[config.mk]
export PLATFORM = sky130hd
export DESIGN_NAME = pipeline_ctrl
export DESIGN_NICKNAME = d
export VERILOG_FILES = /design/src/rtl/pipeline_ctrl.sv
export SDC_FILE = /design/constraint.sdc
export NUM_CORES = 1
export LEC_CHECK = 0
export ABC_CLOCK_PERIOD_IN_PS = 2800
export BUFFER_PORTS_ARGS = -buffer_cell sky130_fd_sc_hd__buf_2
export CELL_PAD_IN_SITES_DETAIL_PLACEMENT = 0
export CELL_PAD_IN_SITES_GLOBAL_PLACEMENT = 1
export CORE_AREA = 2 2 82 84
export DETAILED_ROUTE_END_ITERATION = 12
export DIE_AREA = 0 0 84 86
export PLACE_DENSITY = 0.77
export SYNTH_ARGS = -nofsm -noshare
export SYNTH_HDL_FRONTEND = slang
export SYNTH_SLANG_ARGS = --single-unit
[constraint.sdc]
create_clock -name clk -period 2.8 [get_ports clk]
set_clock_uncertainty 0.15 [all_clocks]
set_input_delay 0.42 -clock clk [delete_from_list [all_inputs] [get_ports clk]]
set_output_delay 0.42 -clock clk [all_outputs]
set_load 0.005 [all_outputs]
[src/rtl/pipeline_ctrl.sv]
// Stall/flush sequencer for the 6-stage pipeline: merges stall requests into pause[5:0],
// sequences exception redirects (RUN->FREEZE->FLUSH), runs a stall watchdog. Optional macro: PIPE_CTRL_PERF_EN.
module pipeline_ctrl #(
  parameter int unsigned STALL_TIMEOUT = 1024,
  parameter logic [31:0] EXC_VECTOR    = 32'h1C000000
) (
  input  logic        clk,
  input  logic        rst,
  input  logic        if_stall_req,
  input  logic        id_stall_req,
  input  logic        ex_stall_req,
  input  logic        mem_stall_req,
  input  logic        exc_req,
  output logic [5:0]  pause,
  output logic        flush,
  output logic [31:0] new_pc,
  output logic        stall_timeout,
  output logic [31:0] stall_cycles,
  output logic [31:0] flush_count,
  output logic [1:0]  o_dbg_state
);

  typedef enum logic [1:0] {
    ST_RUN    = 2'd0,
    ST_FREEZE = 2'd1,
    ST_FLUSH  = 2'd2
  } state_t;

  localparam logic [15:0] LP_TIMEOUT = 16'(STALL_TIMEOUT);

  state_t      r_state;
  logic        r_flush;
  logic [31:0] r_new_pc;
  logic [15:0] r_wd;
  logic        r_timeout;

  logic [5:0]  w_pause;
  logic [15:0] w_wd_next;

  // pause follows the requests in the same cycle; the exception wins over every stall.
  always_comb begin
    w_pause = 6'b000000;
    case (r_state)
      ST_RUN: begin
        if (exc_req)            w_pause = 6'b111111;
        else if (mem_stall_req) w_pause = 6'b011111;
        else if (ex_stall_req)  w_pause = 6'b001111;
        else if (id_stall_req)  w_pause = 6'b000111;
        else if (if_stall_req)  w_pause = 6'b000011;
        else                    w_pause = 6'b000000;
      end
      ST_FREEZE: w_pause = 6'b111111;
      ST_FLUSH:  w_pause = 6'b000000;
      default:   w_pause = 6'b000000;
    endcase
  end

  // Watchdog counts only uninterrupted stalls seen in RUN, saturating at all-ones.
  always_comb begin
    w_wd_next = 16'd0;
    if (r_state == ST_RUN && w_pause != 6'b000000) begin
      w_wd_next = (r_wd == 16'hFFFF) ? r_wd : r_wd + 16'd1;
    end
  end

  always_ff @(posedge clk) begin
    if (rst) begin
      r_state   <= ST_RUN;
      r_flush   <= 1'b0;
      r_new_pc  <= 32'h0;
      r_wd      <= 16'd0;
      r_timeout <= 1'b0;
    end else begin
      case (r_state)
        ST_RUN: begin
          r_flush <= 1'b0;
          if (exc_req) r_state <= ST_FREEZE;
        end
        ST_FREEZE: begin
          r_state  <= ST_FLUSH;
          r_flush  <= 1'b1;
          r_new_pc <= EXC_VECTOR;
        end
        ST_FLUSH: begin
          r_state <= ST_RUN;
          r_flush <= 1'b0;
        end
        default: begin
          r_state <= ST_RUN;
          r_flush <= 1'b0;
        end
      endcase
      r_wd <= w_wd_next;
      if (w_wd_next >= LP_TIMEOUT) r_timeout <= 1'b1;
    end
  end

`ifdef PIPE_CTRL_PERF_EN
  logic [31:0] r_stall_cycles;
  logic [31:0] r_flush_count;

  // Both counters wrap naturally at 32 bits.
  always_ff @(posedge clk) begin
    if (rst) begin
      r_stall_cycles <= 32'h0;
      r_flush_count  <= 32'h0;
    end else begin
      if (w_pause != 6'b000000) r_stall_cycles <= r_stall_cycles + 32'd1;
      if (r_flush)              r_flush_count  <= r_flush_count + 32'd1;
    end
  end

  assign stall_cycles = r_stall_cycles;
  assign flush_count  = r_flush_count;
`else
  assign stall_cycles = 32'h0;
  assign flush_count  = 32'h0;
`endif

  assign pause         = w_pause;
  assign flush         = r_flush;
  assign new_pc        = r_new_pc;
  assign stall_timeout = r_timeout;
  assign o_dbg_state   = r_state;

endmodule

-- Word-level counts from Yosys, hierarchy flattened
Index checks and enable logic that the tools add are counted.
- bits in writable memories: 0
- bits in latches: 0
- memories kept: 0
- word-level logic and storage cells: 24
- register bits: 21
- memory bits (read-only): 0
- magnitude comparators: 1
- eq/ne operators: 3
- shift operators: 0
- add/sub/neg operators: 1
- reductions and logical operators: 3
- multipliers: 0
- div/mod/pow operators: 0
- mux-type cells: 11
- bitwise logic cells: 0
- operators with widths (operator ; count):
    2-to-1 mux 16 bit ; 2
    adder 16 x 1 -> 16 bit (second input constant) ; 1
    == test 16 bit (second input constant) ; 1
    >= comparator 16 x 11 -> 1 bit (second input constant) ; 1
    one-hot mux 6 bit (2 select lines) ; 1
    2-to-1 mux 6 bit ; 1
    nonzero test 6 bit ; 1
    2-to-1 mux 5 bit ; 1
    2-to-1 mux 2 bit ; 2
    2-to-1 mux 4 bit ; 1
    one-hot mux 2 bit (2 select lines) ; 1
    2-to-1 mux 3 bit ; 1
    == test 2 x 1 -> 1 bit (second input constant) ; 1
    zero test 2 bit ; 1
    != test 2 bit (second input constant) ; 1
    logical AND 1 bit ; 1
    2-to-1 mux 1 bit ; 1

-- Longest topological paths before layout
Gate-level depths: netlist of the first run.
- depth after elaboration: 10
- depth in mapped cells: 7

-- Worst setup path after synthesis of the first run
OpenSTA, ideal clock, no wires.
- path type: register -> register
- start point: reg r_wd[0]
- end point: reg r_timeout (netlist: stall_timeout)
- buffers on the path: 0
- path slack: 0.603 ns
- required time: 2.516 ns
- stages on the path, launching flop included: 7
- setup time: 0.134 ns
- period minus slack after synthesis: 2.197 ns
- arrival: 1.913 ns
- cell sequence: dfxtp_1 ha_1 nand4_1 o41ai_1 o2111ai_1 a221oi_1 or4b_1
- word-level cells in the longest chain between the ends: 4
- RTL lines (element ; RTL line ; source):
    start, declared ; 34 ; logic [15:0] r_wd;
    start signal, assigned ; 93 ; r_wd <= w_wd_next;
    adder 16 x 1 -> 16 bit / == test 16 bit (equally long branches) ; 62 ; w_wd_next = (r_wd == 16'hFFFF) ? r_wd : r_wd + 16'd1;
    2-to-1 mux 16 bit (*) ; 62 ;
    2-to-1 mux 16 bit (*) ; 61 ; if (r_state == ST_RUN && w_pause != 6'b000000) begin
    >= comparator 16 x 11 -> 1 bit (*) ; 94 ; if (w_wd_next >= LP_TIMEOUT) r_timeout <= 1'b1;
    end signal, assigned ; 72 ; r_timeout <= 1'b0;
    end signal, assigned ; 94 ;
    end, declared ; 35 ; logic r_timeout;
Every way passes the cells marked *; elsewhere a longest branch is shown, timed or not.
A chain may end at the register's enable or synchronous reset.

-- Worst setup path in the final report of the first run
Ends and elaborated chain as after synthesis.

==> run summary, run 1 <==
Highest achievable clock rate - 0.4067 GHz
Congestion Overflow GR - 0
Startpoint of the worst-slack reg-to-reg timing path - r_wd[0]
Min-delay src - rst
WP buf/inv - 0
Final clock period utilization by the worst path - 0.8781
Transition time of the tightest slew-check pin - 525.1 ps
Commonest non-fill, non-tap cell in the layout - sky130_fd_sc_hd__conb_1
Initial antenna violation count - 0
Share of the core filled with cells - 0.2611
Count of warnings emitted by yosys - 0
Data required time of the worst path - 2790 ps
Initial standard-cell utilization of the core - 0.2830
Internal power - 425.1 uW
Unrepaired setup endpoints after global routing - false
Total Die Area - 0.007224 mm^2
Cell family with most CP delay - compound AO/OA/AOI/OAI gates
HPWL after DPL - 2118 um
Total I/O pin count - 113
Sequential element share of the synthesized area - 0.2366
Via density - 3.851
Slack of the worst reg-to-reg path - 340 ps
Dominant cells by area after synthesis - sky130_fd_sc_hd__buf_4 41%, sky130_fd_sc_hd__dfxtp_1 24%, sky130_fd_sc_hd__nand4_1 3.2%
Drt wl/cell - 8.610 um
Post-Synthesis Mean Instance Area - 8.341 um^2
Arrival time reported for the critical path endpoint - 2450 ps
Combined area of all synthesized cells - 0.001777 mm^2
Bufs on Longest Clock Path - 2
Time the worst path needs with I/O delays and setup - 2459 ps
Width of the chip - 84 um
Layout cells sized above 1 - 0.1429
Sequential fraction of design power - 0.533
Fraction of power spent switching nets - 0.2724
Synthesized instance count - 213
Synthesized flop and latch total - 21
Maximum VDD drop - 0.0001611 V
Portion of total power attributed to combinational logic - 0.128
Synth cell types - 42
Final WL - 2652 um
FILL cells - 687
Run status - completed
Leakage Power - 0.7588 nW
Count of unresolved DRC violations after routing - 0
IO buf count - 19
Worst reg2reg endpoint - stall_timeout
Cell at the slowest stage of the critical path - sky130_fd_sc_hd__or4b_1
Hold-fix buffers, CTS - 0
Critical Path, Cell by Cell - ha_1 > nand4_1 > o41ai_1 > o2111ai_1 > a221oi_1 > or4b_1
Post-CTS setup-driven buffer insertion count - 0
Setup tns final - 0 ps
Crit Path Class - reg -> reg
Violation count after the first detailed-routing iteration - 130
Slew HR - 0.6409
Number of global-route vias before repair - 941
Insertion delay of the later-clocked pin in the worst-skew pair - 260 ps
Top library cells by usage in the layout, fill and taps aside - 93 x sky130_fd_sc_hd__conb_1, 21 x sky130_fd_sc_hd__dfxtp_1, 19 x sky130_fd_sc_hd__buf_2
Endpoint class of the critical path - flop
Final hold violation count - 0
Maximum net fanout on the critical path - 6
Number of max-cap violations - 0
Clock slew seen by the registers of the worst setup and hold paths - 80 ps
Clock tree from TritonCTS - done
Kind of start point of the critical path - flop
Crit-path max cell delay - 440 ps
Number of cell rows - 29
Worst hold path stage count - 2
Number of failing setup endpoints in the final timing report - 0
Die Span Y - 86 um
Area overhead of the layout relative to synthesis - -7.747%
Max Slew Vio Count - 0
Routability-driven placement congestion ratio - 0.8505
Most area-hungry cell type in the Yosys netlist - sky130_fd_sc_hd__buf_4
Routed via count - 1186
Part of the total power dissipated in the clock network - 0.339
Sinks on the clock net - 21
Cell at the root of the clock tree - sky130_fd_sc_hd__clkbuf_8
Drt first pass iters - 4
Depth of the worst register-to-register path - 6
Sink of the worst hold path - new_pc[26]
Switching component of the power - 159.2 uW
Fraction of post-synthesis cell area in the top cell type by area - 0.4099
Pin count of the biggest net entering global routing - 13
Area of the core - 0.006277 mm^2
TritonCTS Buffers - 3
Post-CTS Resized - 0
Total GRT Usage - 0.06767
Number of nets with antenna violations after routing - 0
Number of antenna repair diodes - 0
Net count, final - 240
Tightest Hold Check Type - in -> reg
Wire length of the first global-routing pass - 4098 um
Power per cell area - 356.5 mW/mm^2
Number of H-tree branching levels - 1
[per-layer routing]
metal	up-vias	wire, um	track usage
li1	576	-	-
met1	528	1101	0.08227
met2	78	1195	0.1113
met3	4	335	0.02791
met4	0	21	0.01760
met5	-	0	0
[cell usage after synthesis]
| library cell | count |
|---|---|
| sky130_fd_sc_hd__clkbuf_1 | 2 |
| sky130_fd_sc_hd__a31oi_1 | 1 |
| sky130_fd_sc_hd__or4b_1 | 1 |
| sky130_fd_sc_hd__and2_1 | 3 |
| sky130_fd_sc_hd__o21ai_1 | 1 |
| sky130_fd_sc_hd__nor2_1 | 13 |
| sky130_fd_sc_hd__and4_1 | 3 |
| sky130_fd_sc_hd__nand3_4 | 1 |
| sky130_fd_sc_hd__a221oi_1 | 1 |
| sky130_fd_sc_hd__o21ai_0 | 1 |
| sky130_fd_sc_hd__nand3_1 | 1 |
| sky130_fd_sc_hd__or3_1 | 1 |
| sky130_fd_sc_hd__a2111oi_0 | 1 |
| sky130_fd_sc_hd__or4_1 | 1 |
| sky130_fd_sc_hd__a21oi_1 | 8 |
| sky130_fd_sc_hd__nand4_1 | 9 |
| sky130_fd_sc_hd__nor3_1 | 2 |
| sky130_fd_sc_hd__and3_2 | 1 |
| sky130_fd_sc_hd__dfxtp_1 | 21 |
| sky130_fd_sc_hd__a211oi_1 | 4 |
| sky130_fd_sc_hd__mux2i_1 | 1 |
| sky130_fd_sc_hd__or4_4 | 1 |
| sky130_fd_sc_hd__xor2_1 | 5 |
| sky130_fd_sc_hd__o41ai_1 | 1 |
| sky130_fd_sc_hd__and3_1 | 2 |
| sky130_fd_sc_hd__o2111ai_1 | 1 |
| sky130_fd_sc_hd__inv_1 | 4 |
| sky130_fd_sc_hd__xnor2_1 | 5 |
| sky130_fd_sc_hd__buf_4 | 97 |
| sky130_fd_sc_hd__o31a_2 | 1 |
| sky130_fd_sc_hd__nor4_4 | 1 |
| sky130_fd_sc_hd__nor2b_1 | 1 |
| sky130_fd_sc_hd__ha_1 | 1 |
| sky130_fd_sc_hd__o21ai_2 | 1 |
| sky130_fd_sc_hd__o21a_1 | 1 |
| sky130_fd_sc_hd__o311ai_0 | 1 |
| sky130_fd_sc_hd__nand2_1 | 6 |
| sky130_fd_sc_hd__and4_2 | 1 |
| sky130_fd_sc_hd__conb_1 | 1 |
| sky130_fd_sc_hd__nor4_1 | 2 |
| sky130_fd_sc_hd__nand3_2 | 1 |
| sky130_fd_sc_hd__a21o_1 | 2 |
[cell families after synthesis]
logic type,after synthesis,synth area share
other cells,1,0.002111
simple gates,51,0.1803
flops,21,0.2366
xor+xnor,10,0.04929
buf+inv,103,0.4225
compound gates,25,0.09648
mux,1,0.005634
fa+ha+maj,1,0.007041
[layout make-up]
class / count / area, um^2 / share of cell area
clock inverters: 1 / 5.005 / 0.003053
repair buffers: 21 / 110.1 / 0.06718
well taps: 77 / 96.34 / 0.05878
inverters: 4 / 15.01 / 0.009160
multi-input cells: 181 / 950.9 / 0.5802
clock buffers: 3 / 41.29 / 0.02519
flip-flops and latches: 21 / 420.4 / 0.2565
[per-stage QoR]
| stage | hold slack, ps | setup slack [ps] | cells | power, mW | cell area [um^2] |
|---|---|---|---|---|---|
| after global placement | 339.9 | 311.2 | 304 | 0.3906 | 1593 |
| after global routing | 192.6 | 120.8 | 308 | 0.6181 | 1639 |
| after detailed placement | 378.5 | 349.2 | 304 | 0.3914 | 1593 |
| after CTS | 193.6 | 343.4 | 308 | 0.5887 | 1639 |
| final | 197.4 | 341.2 | 308 | 0.5843 | 1639 |
| after floorplan | 334.1 | 603.2 | 305 | 0.4668 | 2122 |
[worst max path at each step]
| stage | start | to | slack (ps) | depth (start not counted) |
|---|---|---|---|---|
| after floorplan | r_wd[0] | stall_timeout | 600 | 6 |
| after global placement | r_wd[0] | stall_timeout | 310 | 6 |
| after detailed placement | r_wd[0] | stall_timeout | 350 | 6 |
| after CTS | r_wd[0] | stall_timeout | 340 | 6 |
| after global routing | r_wd[0] | stall_timeout | 120 | 6 |
| final | r_wd[0] | stall_timeout | 340 | 6 |
[registers in the layout, summed over array words and instances (netlist names)]
register       cells
flush              1
new_pc             1
o_dbg_state        2
r_wd              16
stall_timeout      1
[power groups by stage]
stage	Clock, mW	Sequential [mW]	Combinational (mW)
4_1_cts	0.204	0.311	0.0731
5_1_grt	0.218	0.312	0.0882
3_5_place_dp	0	0.319	0.0728
6_report	0.198	0.311	0.0749
3_3_place_gp	0	0.318	0.0724
2_1_floorplan	0	0.317	0.149
(Power assumes the default switching activity.)
==> run 2, diff against run 1 <==
--- a/config.mk
+++ b/config.mk
@@ -5,14 +5,14 @@
 export SDC_FILE = /design/constraint.sdc
 export NUM_CORES = 1
 export LEC_CHECK = 0
-export ABC_CLOCK_PERIOD_IN_PS = 2800
 export BUFFER_PORTS_ARGS = -buffer_cell sky130_fd_sc_hd__buf_2
+export CAP_MARGIN = 10
 export CELL_PAD_IN_SITES_DETAIL_PLACEMENT = 0
 export CELL_PAD_IN_SITES_GLOBAL_PLACEMENT = 1
 export CORE_AREA = 2 2 82 84
 export DETAILED_ROUTE_END_ITERATION = 12
 export DIE_AREA = 0 0 84 86
-export PLACE_DENSITY = 0.77
+export PLACE_DENSITY_LB_ADDON = 0.08
 export SYNTH_ARGS = -nofsm -noshare
 export SYNTH_HDL_FRONTEND = slang
 export SYNTH_SLANG_ARGS = --single-unit
==> run summary, run 2 (synthesized netlist as in run 1, its figures left out) <==
Run status - completed
Total I/O pin count - 113 (unchanged)
Time the worst path needs with I/O delays and setup - 2348 ps (-110.7 ps)
Power per cell area - 363.1 mW/mm^2 (+1.9%)
Number of max-cap violations - 0 (unchanged)
Placement-stage cell area - 0.001600 mm^2 (+0.47%)
Fraction of power spent switching nets - 0.2878 (+0.01543)
Cell at the root of the clock tree - sky130_fd_sc_hd__clkbuf_8
Routability-driven placement congestion ratio - 0.6680 (-21%)
Final WL - 3157 um (+19%)
Total GRT Usage - 0.08095 (+0.01328)
Largest register FFs - 16 (unchanged)
HPWL after DPL - 2523 um (+19%)
Post-CTS setup-driven buffer insertion count - 0 (unchanged)
Via density - 3.803 (-1.2%)
Maximum VDD drop - 0.0001537 V (-4.6%)
Setup tns final - 0 ps (unchanged)
Sinks on the clock net - 21 (unchanged)
Count of unresolved DRC violations after routing - 0 (unchanged)
Sequential fraction of design power - 0.521 (-0.012)
Total Die Area - 0.007224 mm^2 (unchanged)
Top library cells by usage in the layout, fill and taps aside - 93 x sky130_fd_sc_hd__conb_1, 21 x sky130_fd_sc_hd__dfxtp_1, 19 x sky130_fd_sc_hd__buf_2
Number of global-route vias before repair - 939 (-0.21%)
Depth of the worst register-to-register path - 6 (unchanged)
Internal power - 425.8 uW (+0.16%)
FILL cells - 703 (+2.3%)
Initial standard-cell utilization of the core - 0.2830 (unchanged)
Tightest Hold Check Type - in -> reg
Die Span Y - 86 um (unchanged)
Highest achievable clock rate - 0.4259 GHz (+4.7%)
Clock tree from TritonCTS - done
Final hold violation count - 0 (unchanged)
Commonest non-fill, non-tap cell in the layout - sky130_fd_sc_hd__conb_1
Pin count of the biggest net entering global routing - 13 (unchanged)
Leakage Power - 0.7643 nW (+0.71%)
Insertion delay of the later-clocked pin in the worst-skew pair - 270 ps (about the same)
Slack of the worst reg-to-reg path - 450 ps (+110 ps)
Number of antenna repair diodes - 0 (unchanged)
Wire length of the first global-routing pass - 4740 um (+16%)
Overall Power - 597.9 uW (+2.3%)
Area of the core - 0.006277 mm^2 (unchanged)
Data required time of the worst path - 2800 ps (about the same)
Slew HR - 0.6434 (+0.002541)
Top reg by flops - r_wd
Crit Path Class - reg -> reg
Endpoint class of the critical path - flop
Max Slew Vio Count - 0 (unchanged)
Clock slew seen by the registers of the worst setup and hold paths - 90 ps (about the same)
Layout cells sized above 1 - 0.1466 (+0.003695)
Drt wl/cell - 10.22 um (+19%)
Hold-fix buffers, CTS - 0 (unchanged)
Area overhead of the layout relative to synthesis - -7.324%
Final non-filler cell area - 0.001647 mm^2 (+0.46%)
Worst hold path stage count - 2 (unchanged)
TritonCTS Buffers - 3 (unchanged)
Net count, final - 241 (+0.42%)
Setup WS pre-CTS - 345.5 ps (-3.712 ps)
Number of H-tree branching levels - 1 (unchanged)
Post-CTS Resized - 0 (unchanged)
Maximum net fanout on the critical path - 5 (-1)
Crit-path max cell delay - 440 ps (about the same)
Unrepaired setup endpoints after global routing - false
Drt first pass iters - 4 (unchanged)
Final Worst Setup Slack - 451.9 ps (+110.7 ps)
Transition time of the tightest slew-check pin - 521.4 ps (-3.716 ps)
Routed via count - 1175 (-0.93%)
Kind of start point of the critical path - flop
Critical Path, Cell by Cell - ha_1 > nand4_1 > o41ai_1 > o2111ai_1 > a221oi_1 > or4b_1
Number of nets with antenna violations after routing - 0 (unchanged)
Initial antenna violation count - 0 (unchanged)
Violation count after the first detailed-routing iteration - 36 (-72%)
Portion of total power attributed to combinational logic - 0.128 (about the same)
Bufs on Longest Clock Path - 2 (unchanged)
Part of the total power dissipated in the clock network - 0.350 (+0.011)
Cell at the slowest stage of the critical path - sky130_fd_sc_hd__or4b_1
Arrival time reported for the critical path endpoint - 2350 ps (-100 ps)
IO buf count - 19 (unchanged)
Switching component of the power - 172.1 uW (+8.1%)
Width of the chip - 84 um (unchanged)
Final clock period utilization by the worst path - 0.8386 (-0.03952)
Number of cell rows - 29 (unchanged)
Number of failing setup endpoints in the final timing report - 0 (unchanged)
Congestion Overflow GR - 0 (unchanged)
run 2: changes by cell type in the layout (fill, tap and decap cells not counted):
| cell | delta |
|---|---|
| sky130_fd_sc_hd__buf_4 | +1 |
run 2: critical path: cells and delay by family, from the launching register on:
kind | cells | cell delay (ps)
AO/OA/AOI/OAI | 3 | 820
adder cells (fa/ha/maj) | 1 | 190
flip-flops | 1 | 410
AND/OR/NAND/NOR | 2 | 660
run 2: worst paths after layout:
check	from	endpoint
worst min-delay path	rst	new_pc[26]
worst min register to register	new_pc[26]	new_pc[26]
worst max register to register	r_wd[0]	stall_timeout
worst max-delay path	r_wd[0]	stall_timeout
run 2: through the flow:
step           instances    util  hold slack (ps)
6_report             309  0.2623            193.4
5_1_grt              309  0.2623            183.0
4_1_cts              309  0.2623            193.3
3_5_place_dp         305  0.2549            388.7
3_3_place_gp         305  0.2549            356.3
2_1_floorplan        305       -            334.1
run 2: final cells by class:
type,instances,area [um^2],share of cell area
Clock buffer,3,41.29,0.02508
Clock inverter,1,5.005,0.003040
Inverter,4,15.01,0.009119
Multi-Input combinational cell,181,950.9,0.5775
Sequential cell,21,420.4,0.2553
Tap cell,77,96.34,0.05851
Timing Repair Buffer,22,117.6,0.07143
run 2: power by group through the flow:
stage,registers [mW],clock network [mW],logic (mW)
final,0.312,0.209,0.0768
after CTS,0.312,0.223,0.0753
after floorplan,0.317,0,0.149
after detailed placement,0.319,0,0.0751
after global placement,0.319,0,0.0755
after global routing,0.313,0.235,0.0893
run 2: routing by layer:
| metal | part of all wire | routed length (um) | track usage | vias up |
|---|---|---|---|---|
| met5 | 0 | 0 | 0 | - |
| met4 | 0.0035 | 11 | 0.01320 | 0 |
| met3 | 0.082 | 260 | 0.02887 | 2 |
| met2 | 0.48 | 1524 | 0.1338 | 60 |
| met1 | 0.43 | 1360 | 0.1036 | 541 |
| li1 | - | - | - | 572 |
